==> config.mk <==
export PLATFORM = sky130hd
export DESIGN_NAME = muldiv_seq_flat
export DESIGN_NICKNAME = d
export VERILOG_FILES = /design/src/rtl/muldiv_pkg.sv /design/src/rtl/muldiv_if.sv /design/src/rtl/muldiv_iter.sv /design/src/rtl/muldiv_seq.sv /design/src/flat_wrapper.sv
export SDC_FILE = /design/constraint.sdc
export NUM_CORES = 1
export LEC_CHECK = 0
export BUFFER_PORTS_ARGS = -buffer_cell sky130_fd_sc_hd__buf_2
export CELL_PAD_IN_SITES_DETAIL_PLACEMENT = 1
export CELL_PAD_IN_SITES_GLOBAL_PLACEMENT = 2
export CORE_ASPECT_RATIO = 1.5
export CORE_MARGIN = 4
export CORE_UTILIZATION = 24
export DETAILED_ROUTE_END_ITERATION = 7
export PLACE_DENSITY_LB_ADDON = 0.1
export SKIP_LAST_GASP = 1
export SLEW_MARGIN = 20
export SYNTH_ARGS = -nofsm -noshare
export SYNTH_HDL_FRONTEND = slang
export SYNTH_SLANG_ARGS = --single-unit
export TNS_END_PERCENT = 20
==> constraint.sdc <==
create_clock -name clk -period 5.5 [get_ports clk]
set_clock_uncertainty 0.2 [all_clocks]
set_input_delay 0.825 -clock clk [delete_from_list [all_inputs] [get_ports clk]]
set_output_delay 0.825 -clock clk [all_outputs]
set_load 0.01 [all_outputs]
==> src/rtl/muldiv_pkg.sv <==
// muldiv_pkg: shared constants, op codes, FSM states and small helpers for
// the sequential RISC-V M-extension unit.
package muldiv_pkg;

  localparam int XLEN  = 32;
  localparam int STEPS = 32;

  localparam logic [2:0] OP_MUL    = 3'd0;
  localparam logic [2:0] OP_MULH   = 3'd1;
  localparam logic [2:0] OP_MULHSU = 3'd2;
  localparam logic [2:0] OP_MULHU  = 3'd3;
  localparam logic [2:0] OP_DIV    = 3'd4;
  localparam logic [2:0] OP_DIVU   = 3'd5;
  localparam logic [2:0] OP_REM    = 3'd6;
  localparam logic [2:0] OP_REMU   = 3'd7;

  typedef enum logic [1:0] {
    ST_IDLE = 2'd0,
    ST_CALC = 2'd1,
    ST_FIX  = 2'd2,
    ST_DONE = 2'd3
  } state_e;

  // Operand A is signed for MULH, MULHSU, DIV and REM.
  function automatic logic op_a_signed(input logic [2:0] op);
    op_a_signed = (op == OP_MULH) || (op == OP_MULHSU) ||
                  (op == OP_DIV)  || (op == OP_REM);
  endfunction

  // Operand B is signed for MULH, DIV and REM only.
  function automatic logic op_b_signed(input logic [2:0] op);
    op_b_signed = (op == OP_MULH) || (op == OP_DIV) || (op == OP_REM);
  endfunction

  // Two's-complement negate when neg is set; used both for magnitudes
  // going into the engine and for sign-restoring the 32-bit results.
  function automatic logic [XLEN-1:0] cond_neg(input logic [XLEN-1:0] v,
                                               input logic            neg);
    cond_neg = neg ? (~v + 32'd1) : v;
  endfunction

endpackage

==> src/rtl/muldiv_if.sv <==
// muldiv_if: request/response bundle between the core and muldiv_seq.
// master = core side, slave = the multiply/divide unit.
interface muldiv_if;
  import muldiv_pkg::*;

  logic            start;
  logic [2:0]      op;
  logic [XLEN-1:0] rs1;
  logic [XLEN-1:0] rs2;
  logic            kill;
  logic            busy;
  logic            done;
  logic [XLEN-1:0] result;

  modport master (output start, op, rs1, rs2, kill,
                  input  busy, done, result);
  modport slave  (input  start, op, rs1, rs2, kill,
                  output busy, done, result);
endinterface

==> src/rtl/muldiv_iter.sv <==
// muldiv_iter: 64-bit accumulator with one radix-2 step per enabled cycle.
// Multiply: shift-add, accumulator starts as {0, A}, B added into the top half.
// Divide: restoring, accumulator starts as {0, A}; ends as {remainder, quotient}.
// The initial value is injected on the first step, so no separate load cycle.
module muldiv_iter
  import muldiv_pkg::*;
(
  input  logic              clk,
  input  logic              rst_n,
  input  logic              step_i,
  input  logic              first_i,
  input  logic              div_i,
  input  logic [XLEN-1:0]   a_i,
  input  logic [XLEN-1:0]   b_i,
  output logic [2*XLEN-1:0] acc_o
);

  logic [2*XLEN-1:0] acc_q;
  logic [2*XLEN-1:0] acc_d;
  logic [2*XLEN-1:0] acc_in_s;
  logic [XLEN:0]     sum_s;
  logic [XLEN:0]     trial_s;

  // Next accumulator value for one shift-add or restoring-subtract step.
  always_comb begin
    acc_in_s = first_i ? {{XLEN{1'b0}}, a_i} : acc_q;
    sum_s    = {1'b0, acc_in_s[2*XLEN-1:XLEN]} + {1'b0, b_i};
    trial_s  = acc_in_s[2*XLEN-1:XLEN-1] - {1'b0, b_i};
    acc_d    = acc_q;
    if (step_i) begin
      if (div_i) begin
        if (!trial_s[XLEN]) begin
          acc_d = {trial_s[XLEN-1:0], acc_in_s[XLEN-2:0], 1'b1};
        end else begin
          acc_d = {acc_in_s[2*XLEN-2:0], 1'b0};
        end
      end else begin
        if (acc_in_s[0]) begin
          acc_d = {sum_s, acc_in_s[XLEN-1:1]};
        end else begin
          acc_d = {1'b0, acc_in_s[2*XLEN-1:1]};
        end
      end
    end else begin
      acc_d = acc_q;
    end
  end

  // Accumulator register.
  always_ff @(posedge clk or negedge rst_n) begin
    if (!rst_n) begin
      acc_q <= {(2*XLEN){1'b0}};
    end else begin
      acc_q <= acc_d;
    end
  end

  assign acc_o = acc_q;

endmodule

==> src/rtl/muldiv_seq.sv <==
// muldiv_seq: sequential RISC-V M-extension multiply/divide unit.
// FSM IDLE -> CALC (32 steps) -> FIX (sign/half select) -> DONE (done pulse).
// Divide-by-zero and signed overflow resolve straight from IDLE to DONE.
// Optional build macro MULDIV_FAST_MUL_EN: multiplies use a single-cycle
// 33x33 signed multiplier and also go IDLE -> DONE.
module muldiv_seq
  import muldiv_pkg::*;
(
  input  logic     clk,
  input  logic     rst_n,
  muldiv_if.slave  bus
);

  state_e            state_q, state_d;
  logic [5:0]        cnt_q, cnt_d;
  logic [2:0]        op_q, op_d;
  logic [XLEN-1:0]   rs1_q, rs1_d;
  logic [XLEN-1:0]   rs2_q, rs2_d;
  logic [XLEN-1:0]   res_q, res_d;
  logic [XLEN-1:0]   result_q, result_d;
  logic              done_q, done_d;

  logic              accept_s;
  logic              div0_s;
  logic              ovf_s;
  logic              direct_s;
  logic [XLEN-1:0]   direct_val_s;
  logic              neg_a_s, neg_b_s;
  logic [XLEN-1:0]   a_mag_s, b_mag_s;
  logic [2*XLEN-1:0] acc_s;
  logic [2*XLEN-1:0] prod_s;
  logic [XLEN-1:0]   quo_s, rem_s;
  logic [XLEN-1:0]   fix_val_s;

  assign accept_s = (state_q == ST_IDLE) && bus.start && !bus.kill;
  assign div0_s   = bus.op[2] && (bus.rs2 == 32'h0000_0000);
  assign ovf_s    = ((bus.op == OP_DIV) || (bus.op == OP_REM)) &&
                    (bus.rs1 == 32'h8000_0000) && (bus.rs2 == 32'hFFFF_FFFF);

`ifdef MULDIV_FAST_MUL_EN
  logic signed [XLEN:0]     fast_a_s, fast_b_s;
  logic signed [2*XLEN-1:0] fast_p_s;
  logic [XLEN-1:0]          fast_val_s;

  // Single-cycle signed 33x33 product; the 33rd bit carries signedness.
  always_comb begin
    fast_a_s   = op_a_signed(bus.op) ? $signed({bus.rs1[XLEN-1], bus.rs1})
                                     : $signed({1'b0, bus.rs1});
    fast_b_s   = op_b_signed(bus.op) ? $signed({bus.rs2[XLEN-1], bus.rs2})
                                     : $signed({1'b0, bus.rs2});
    fast_p_s   = fast_a_s * fast_b_s;
    fast_val_s = (bus.op == OP_MUL) ? fast_p_s[XLEN-1:0] : fast_p_s[2*XLEN-1:XLEN];
  end
`endif

  // Ops that finish without iterating, and the value they produce.
  always_comb begin
    direct_s     = 1'b0;
    direct_val_s = {XLEN{1'b0}};
    if (div0_s) begin
      direct_s     = 1'b1;
      direct_val_s = bus.op[1] ? bus.rs1 : 32'hFFFF_FFFF;
    end else if (ovf_s) begin
      direct_s     = 1'b1;
      direct_val_s = bus.op[1] ? 32'h0000_0000 : 32'h8000_0000;
    end
`ifdef MULDIV_FAST_MUL_EN
    else if (!bus.op[2]) begin
      direct_s     = 1'b1;
      direct_val_s = fast_val_s;
    end
`endif
    else begin
      direct_s     = 1'b0;
      direct_val_s = {XLEN{1'b0}};
    end
  end

  // Operand magnitudes for the engine and sign correction of its output.
  always_comb begin
    neg_a_s = op_a_signed(op_q) && rs1_q[XLEN-1];
    neg_b_s = op_b_signed(op_q) && rs2_q[XLEN-1];
    a_mag_s = cond_neg(rs1_q, neg_a_s);
    b_mag_s = cond_neg(rs2_q, neg_b_s);
    prod_s  = (neg_a_s ^ neg_b_s) ? (~acc_s + 64'd1) : acc_s;
    quo_s   = cond_neg(acc_s[XLEN-1:0], neg_a_s ^ neg_b_s);
    rem_s   = cond_neg(acc_s[2*XLEN-1:XLEN], neg_a_s);
    case (op_q)
      OP_MUL:                        fix_val_s = prod_s[XLEN-1:0];
      OP_MULH, OP_MULHSU, OP_MULHU:  fix_val_s = prod_s[2*XLEN-1:XLEN];
      OP_DIV, OP_DIVU:               fix_val_s = quo_s;
      OP_REM, OP_REMU:               fix_val_s = rem_s;
      default:                       fix_val_s = {XLEN{1'b0}};
    endcase
  end

  muldiv_iter u_iter (
    .clk     (clk),
    .rst_n   (rst_n),
    .step_i  ((state_q == ST_CALC) && !bus.kill),
    .first_i (cnt_q == 6'd0),
    .div_i   (op_q[2]),
    .a_i     (a_mag_s),
    .b_i     (b_mag_s),
    .acc_o   (acc_s)
  );

  // FSM next state, operand latch, step counter and result staging.
  always_comb begin
    state_d  = state_q;
    cnt_d    = cnt_q;
    op_d     = op_q;
    rs1_d    = rs1_q;
    rs2_d    = rs2_q;
    res_d    = res_q;
    result_d = result_q;
    done_d   = 1'b0;
    case (state_q)
      ST_IDLE: begin
        if (accept_s) begin
          op_d  = bus.op;
          rs1_d = bus.rs1;
          rs2_d = bus.rs2;
          cnt_d = 6'd0;
          if (direct_s) begin
            res_d   = direct_val_s;
            state_d = ST_DONE;
          end else begin
            state_d = ST_CALC;
          end
        end else begin
          state_d = ST_IDLE;
        end
      end
      ST_CALC: begin
        if (bus.kill) begin
          state_d = ST_IDLE;
        end else if (cnt_q == 6'(STEPS - 1)) begin
          cnt_d   = cnt_q + 6'd1;
          state_d = ST_FIX;
        end else begin
          cnt_d   = cnt_q + 6'd1;
        end
      end
      ST_FIX: begin
        if (bus.kill) begin
          state_d = ST_IDLE;
        end else begin
          res_d   = fix_val_s;
          state_d = ST_DONE;
        end
      end
      ST_DONE: begin
        // A kill here still lets the pulse already being produced go out.
        done_d   = 1'b1;
        result_d = res_q;
        state_d  = ST_IDLE;
      end
      default: begin
        state_d = ST_IDLE;
      end
    endcase
  end

  // State, operand and output registers.
  always_ff @(posedge clk or negedge rst_n) begin
    if (!rst_n) begin
      state_q  <= ST_IDLE;
      cnt_q    <= 6'd0;
      op_q     <= 3'd0;
      rs1_q    <= {XLEN{1'b0}};
      rs2_q    <= {XLEN{1'b0}};
      res_q    <= {XLEN{1'b0}};
      result_q <= {XLEN{1'b0}};
      done_q   <= 1'b0;
    end else begin
      state_q  <= state_d;
      cnt_q    <= cnt_d;
      op_q     <= op_d;
      rs1_q    <= rs1_d;
      rs2_q    <= rs2_d;
      res_q    <= res_d;
      result_q <= result_d;
      done_q   <= done_d;
    end
  end

  assign bus.busy   = (state_q != ST_IDLE);
  assign bus.done   = done_q;
  assign bus.result = result_q;

endmodule
==> src/flat_wrapper.sv <==
// flat-port wrapper written by rule: the top's interface ports become plain ports
module muldiv_seq_flat import muldiv_pkg::*;
  (clk, rst_n, bus_start, bus_op, bus_rs1, bus_rs2, bus_kill, bus_busy, bus_done, bus_result);
  muldiv_if bus_i ();
  input  logic clk;
  input  logic rst_n;
  input wire logic [$bits(bus_i.start)-1:0] bus_start;
  input wire logic [$bits(bus_i.op)-1:0] bus_op;
  input wire logic [$bits(bus_i.rs1)-1:0] bus_rs1;
  input wire logic [$bits(bus_i.rs2)-1:0] bus_rs2;
  input wire logic [$bits(bus_i.kill)-1:0] bus_kill;
  output wire logic [$bits(bus_i.busy)-1:0] bus_busy;
  output wire logic [$bits(bus_i.done)-1:0] bus_done;
  output wire logic [$bits(bus_i.result)-1:0] bus_result;
  assign bus_i.start = bus_start;
  assign bus_i.op = bus_op;
  assign bus_i.rs1 = bus_rs1;
  assign bus_i.rs2 = bus_rs2;
  assign bus_i.kill = bus_kill;
  assign bus_busy = bus_i.busy;
  assign bus_done = bus_i.done;
  assign bus_result = bus_i.result;
  muldiv_seq u_core (.clk(clk), .rst_n(rst_n), .bus(bus_i));
endmodule
After elaboration in Yosys (flattened, before gate mapping)
Index checks and enable logic that the tools add are counted.
{ "op_classes": {"add_sub_neg": 8, "eq_ne": 20, "n_mux": 30, "bitwise_logic": 6, "reduce_logical": 28} }
{ "op_table": {"columns": ["operator", "count"], "rows": [
  ["2-to-1 mux 32 bit", 11],
  ["2-to-1 mux 64 bit", 5],
  ["adder 32 x 1 -> 32 bit (second input constant)", 4],
  ["NOT 32 bit", 4],
  ["case mux 32 bit (4 select lines)", 1],
  ["adder 64 x 1 -> 64 bit (second input constant)", 1],
  ["== test 32 bit (second input constant)", 2],
  ["NOT 64 bit", 1],
  ["case mux 32 bit (2 select lines)", 1],
  ["adder 32 x 32 -> 33 bit", 1],
  ["subtractor 33 x 32 -> 33 bit", 1],
  ["logical NOT 32 bit", 1],
  ["== test 3 bit (second input constant)", 6],
  ["2-to-1 mux 6 bit", 2],
  ["case mux 6 bit (2 select lines)", 1],
  ["2-to-1 mux 2 bit", 5],
  ["logical AND 1 bit", 8],
  ["case mux 2 bit (4 select lines)", 1],
  ["adder 6 x 1 -> 6 bit (second input constant)", 1],
  ["== test 3 x 2 -> 1 bit (second input constant)", 2],
  ["== test 6 x 5 -> 1 bit (second input constant)", 1],
  ["logical NOT 6 bit", 1],
  ["logical OR 1 bit", 6],
  ["nonzero test 2 bit", 3],
  ["16 further kinds", 22]
]} }
{ "word_totals": {"ff_bits": 204, "inputBits": 71, "out_inout_bits": 34} }

Longest topological paths before layout
{ "logic_depth": {"depth_word": 10, "depth_mapped": 22, "mapped_depth_nobuf": 20} }

Cells and area by module
From an unflattened synthesis, not the netlist that was laid out.
{ "unflattened": {"cells_unflattened": 2503, "area_unflattened_um2": 19005.7} }
{ "modules_own_cells": {"columns": ["mod", "n_inst", "cells_per_inst", "area_each_um2", "seq_area_each_um2"], "rows": [
  ["muldiv_seq", 1, 1258, 10112.2, 3503.4],
  ["muldiv_iter", 1, 1245, 8893.5, 1601.5]
]} }

Worst setup path after synthesis
No wires, ideal clock.
{ "synth_path": {"path_kind": "register -> register", "startpoint": "register u_core.rs2_q[3]", "endpoint": "register u_core.u_iter.acc_q[46] (netlist: u_core.u_iter.acc_o[46])", "setup_ps": 136, "t_arrival_ps": 4664, "required_time_ps": 5164, "slack_ps": 500, "path_stages_with_launch": 21, "period_less_slack_ps": 5000, "path_cell_list": "dfrtp_1 > or3_1 > or4_1 > nor4_2 > nand2_1 > nor2_1 > nor2_1 > a21oi_2 > o21ai_0 > xnor2_1 > ha_1 > nand2_1 > a2bb2oi_1 > a21oi_1 > o31ai_1 > nand3_2 > xnor2_4 > buf_4 > mux2_2 > a222oi_1 > o21ai_0"} }
{ "synth_via": {"elab_chain_len": 6} }
{ "synth_rtl": {"columns": ["item", "line_no", "rtl"], "rows": [
  ["from (decl)", "muldiv_seq.sv:18", "logic [XLEN-1:0] rs2_q, rs2_d;"],
  ["from (signal assigned)", "muldiv_seq.sv:172", "rs2_q <= {XLEN{1'b0}};"],
  ["from (signal assigned)", "muldiv_seq.sv:181", "rs2_q <= rs2_d;"],
  ["NOT 32 bit", "muldiv_pkg.sv:39", "cond_neg = neg ? (~v + 32'd1) : v;"],
  ["adder 32 x 1 -> 32 bit", "muldiv_pkg.sv:39", null],
  ["2-to-1 mux 32 bit (*)", "muldiv_pkg.sv:39", null],
  ["subtractor 33 x 32 -> 33 bit / adder 32 x 32 -> 33 bit (equally long branches)", "muldiv_iter.sv:28, muldiv_iter.sv:27", null],
  ["2-to-1 mux 64 bit (on tied branches)", "muldiv_iter.sv:32, muldiv_iter.sv:38", null],
  ["2-to-1 mux 64 bit (*)", "muldiv_iter.sv:31", "if (div_i) begin"],
  ["to (signal assigned)", "muldiv_iter.sv:52", "acc_q <= {(2*XLEN){1'b0}};"],
  ["to (decl)", "muldiv_iter.sv:18", "logic [2*XLEN-1:0] acc_q;"]
]} }
Mark *: on every way between the ends. The rest lies on a longest branch, timed or not.
A chain may end at the register's enable or synchronous reset.

Worst setup path in the final report
{ "layout_path": {"startpoint": "register u_core.rs2_q[3]", "endpoint": "register u_core.u_iter.acc_q[34] (netlist: u_core.u_iter.acc_o[34])"} }
The elaborated chain is that of the path after synthesis.

==> impl_metrics.prom <==
# TYPE chip_impl_metric gauge
chip_impl_metric{name="netlist_area",unit="um^2"} 17100
chip_impl_metric{name="synth-edff-count",unit=""} 0
chip_impl_info{name="outcome",value="completed"} 1
chip_impl_metric{name="slew_viol_final",unit=""} 0
chip_impl_info{name="min-delay-path-class",value="in -> async"} 1
chip_impl_info{name="most-common-layout-cells",value="nand2_1 (340), dfrtp_1 (203), nor2_1 (186)"} 1
chip_impl_metric{name="synth_xor_area_frac",unit=""} 0.0969
chip_impl_metric{name="synth.distinct_cells",unit=""} 86
chip_impl_metric{name="num_antenna_cells",unit=""} 0
chip_impl_metric{name="detail_route.iter0.violations",unit=""} 952
chip_impl_metric{name="grt_start_max_net_pins",unit=""} 89
chip_impl_metric{name="synthesis.area_per_instance",unit="um^2"} 7.80
chip_impl_metric{name="cts.reportedPaths.clkPinSlew",unit="ps"} 60
chip_impl_metric{name="async_flop_share",unit=""} 1.00
chip_impl_metric{name="grt_pass1_vias",unit=""} 18100
chip_impl_info{name="cts_tree",value="done"} 1
chip_impl_metric{name="floorplan.die.width",unit="um"} 226
chip_impl_metric{name="final.min_clock_period",unit="ps"} 5190
chip_impl_metric{name="cts_made_buffers",unit=""} 26
chip_impl_metric{name="dieArea",unit="um^2"} 75700
chip_impl_metric{name="vias",unit=""} 17000
chip_impl_metric{name="synthCells",unit=""} 2194
chip_impl_metric{name="route.final.wire_length",unit="um"} 84100
chip_impl_metric{name="yosys-mux-area-fraction",unit=""} 0.0503
chip_impl_metric{name="timing.final.hold_violations",unit=""} 0
chip_impl_metric{name="start_util",unit=""} 0.243
chip_impl_metric{name="max_slew.worst_pin.slew",unit="ps"} 1030
chip_impl_info{name="synth_top_family_by_area",value="simple AND/OR/NAND/NOR gates"} 1
chip_impl_metric{name="post_route_cells_drive_above_1_share",unit=""} 0.165
chip_impl_metric{name="timing.max_cap.violations",unit=""} 0
chip_impl_info{name="crit_reg_reg_startpoint",value="u_core.rs2_q[3]"} 1
chip_impl_metric{name="critical_path.max_fanout",unit=""} 15
chip_impl_metric{name="layout-area-overhead-vs-synth",unit="%"} 18.3
chip_impl_metric{name="synthAdderAreaFrac",unit=""} 0.0535
chip_impl_metric{name="number_of_levels_in_the_clock_h_tree",unit=""} 1
chip_impl_metric{name="gp_congestion",unit=""} 0.894
chip_impl_metric{name="holdBufCountCts",unit=""} 0
chip_impl_metric{name="share_of_the_synthesized_area_in_compound_gates_ao_oa_aoi_oai",unit=""} 0.223
chip_impl_metric{name="place.detailed.hpwl",unit="um"} 68000
chip_impl_metric{name="grt-ovfl-total",unit=""} 0
chip_impl_info{name="most_frequent_standard_cell_in_the_layout_excluding_fill_and_tap_cells",value="nand2_1"} 1
chip_impl_metric{name="avgRoutedWirePerCell",unit="um"} 26.0
chip_impl_info{name="cp-end-kind",value="register"} 1
chip_impl_metric{name="cts.path.max_buffers",unit=""} 3
chip_impl_metric{name="yosys_register_bits",unit=""} 204
chip_impl_metric{name="max-slew-margin-rel",unit=""} 0.307
chip_impl_metric{name="cp_data_arrival_time",unit="ps"} 5410
chip_impl_metric{name="first_pass_iters",unit=""} 5
chip_impl_metric{name="coreArea",unit="um^2"} 70400
chip_impl_metric{name="yosysWarningCount",unit=""} 0
chip_impl_info{name="timing.critical_path.from_type",value="register"} 1
chip_impl_metric{name="mappedNetlistNets",unit=""} 2337
chip_impl_metric{name="cts.sink_count",unit=""} 204
chip_impl_metric{name="track_usage",unit=""} 0.216
chip_impl_metric{name="maxClockFrequency",unit="MHz"} 193
chip_impl_info{name="clk_root_buffer_cell",value="clkbuf_16"} 1
chip_impl_metric{name="placement_rows",unit=""} 119
chip_impl_metric{name="antenna_found_initial",unit=""} 1
chip_impl_metric{name="grt_pass1_wl",unit="um"} 122000
chip_impl_metric{name="ant_nets",unit=""} 0
chip_impl_metric{name="finish.net_count",unit=""} 2451
chip_impl_info{name="critPathKind",value="reg -> reg"} 1
chip_impl_info{name="startpoint",value="u_core.rs2_q[3]"} 1
chip_impl_metric{name="timing.final.crit_share",unit=""} 0.943
chip_impl_metric{name="setup_tns",unit="ps"} 0
chip_impl_metric{name="final_layout_fill_cell_count",unit=""} 8458
chip_impl_metric{name="synth_simple_gate_area_frac",unit=""} 0.232
chip_impl_metric{name="port-buffer-count",unit=""} 104
chip_impl_metric{name="drc",unit=""} 0
chip_impl_metric{name="clk_latency",unit="ps"} 570
chip_impl_metric{name="vias_per_inst",unit=""} 5.26
chip_impl_metric{name="register_area_share_after_synthesis",unit=""} 0.298
chip_impl_metric{name="io_pins",unit=""} 105
chip_impl_metric{name="setup-violations-final",unit=""} 0
chip_impl_info{name="yosys_most_used_dff",value="dfrtp_1"} 1
chip_impl_metric{name="chipHeight",unit="um"} 335
chip_impl_metric{name="critPathRequiredTime",unit="ps"} 5730
## sequential cells by signal (all words and copies together), names as in the netlist
register,count
u_core.cnt_q,6
u_core.op_q,3
u_core.u_iter.acc_o,64
u_core.state_q,2
u_core.rs1_q,32
u_core.res_q,32
u_core.bus.result,32
u_core.rs2_q,32
u_core.bus.done,1
## path summary, 6_finish.rpt
| kind | slack, ps | endpoint | cells past startpoint |
|---|---|---|---|
| min | 100 | u_core.bus.result[9] | 1 |
| max | 310 | u_core.u_iter.acc_o[34] | 19 |
| min in group clk | 280 | u_core.bus.result[0] | 2 |
| min reg2reg | 280 | u_core.bus.result[0] | 2 |
| max in group asynchronous | 4020 | u_core.rs1_q[30] | 2 |
| max reg2reg | 310 | u_core.u_iter.acc_o[34] | 19 |
## per-stage QoR
| stage | hold slack, ps | setup WS, ps | cell area [um^2] | utilization | cells |
|---|---|---|---|---|---|
| floorplan | 267 | 500 | 17100 | - | 2194 |
| global placement | 265 | 211 | 19200 | 0.273 | 3187 |
| detailed placement | 269 | 74.7 | 19200 | 0.273 | 3187 |
| CTS | 110 | 30.1 | 20100 | 0.286 | 3235 |
| global route | 145 | -17.7 | 20200 | 0.287 | 3235 |
| finish | 104 | 312 | 20200 | 0.287 | 3235 |
## critical path, cell delays in order (launching register included)
cell,delay (ps)
dfrtp_1,410
or3_4,420
or4_4,480
nor4_4,290
buf_4,180
a31oi_1,90
xor2_1,420
inv_1,100
ha_1,310
and4_1,260
nand4_1,180
a211oi_1,240
buf_4,190
o211ai_1,100
nand3_2,160
xnor2_4,140
buf_12,170
mux2_2,350
a222oi_1,230
o21ai_0,120
## synth_stat cells (8+ instances only)
cell type | number | area [um^2]
a211oi_1 | 18 | 135
a21o_1 | 25 | 188
a21oi_1 | 175 | 876
a221oi_1 | 8 | 70.1
a222oi_1 | 12 | 120
a311oi_1 | 16 | 140
a31oi_1 | 37 | 231
and2_1 | 31 | 194
and3_1 | 17 | 106
buf_1 | 12 | 45.0
clkbuf_1 | 109 | 409
dfrtp_1 | 204 | 5100
ha_1 | 70 | 876
inv_1 | 72 | 270
mux2_2 | 63 | 709
mux2i_1 | 15 | 150
nand2_1 | 343 | 1290
nand2b_1 | 19 | 119
nand3_1 | 44 | 220
nand4_1 | 19 | 119
nor2_1 | 190 | 713
nor2b_1 | 11 | 68.8
nor3_1 | 46 | 230
nor4_1 | 36 | 225
o211ai_1 | 12 | 90.1
o21a_1 | 11 | 82.6
o21ai_0 | 175 | 876
o221ai_1 | 17 | 149
o22ai_1 | 10 | 62.6
o31ai_1 | 28 | 210
o41ai_1 | 8 | 70.1
or2_2 | 8 | 50.1
or3_1 | 21 | 131
or4_1 | 13 | 97.6
xnor2_1 | 94 | 823
xor2_1 | 92 | 806
## area by class of cell
cell class	count	area (um^2)	area share
tap	907	1130	0.0561
sequential	204	5110	0.253
clock buffer	38	787	0.0389
inverter	73	274	0.0135
clock inverter	10	136	0.00674
multi-input combinational	1787	11400	0.563
timing repair buffer	216	1410	0.0696
## what timing repair did
| action | 4_1_cts | 5_1_grt |
|---|---|---|
| gates resized for setup | 0 | 21 |
| setup endpoints to repair | 0 | 32 |
| buffers inserted | 0 | 0 |
## logic make-up after synthesis
kind of cell,after synthesis
XOR/XNOR,187
buffers and inverters,203
flip-flops,204
AND/OR/NAND/NOR,838
multiplexers,78
adder cells (fa/ha/maj),72
AO/OA/AOI/OAI,612
## per-layer routing
metal,up-vias,share of wire,GRT usage
met3,111,0.020,0.0148
met2,240,0.54,0.416
met4,0,0.054,0.100
met1,8576,0.38,0.237
met5,-,0,0
li1,8100,-,-
Power is left out: the tool's default activity adds up to more than one toggle a clock period on the data nets, which glitch-free logic cannot reach.
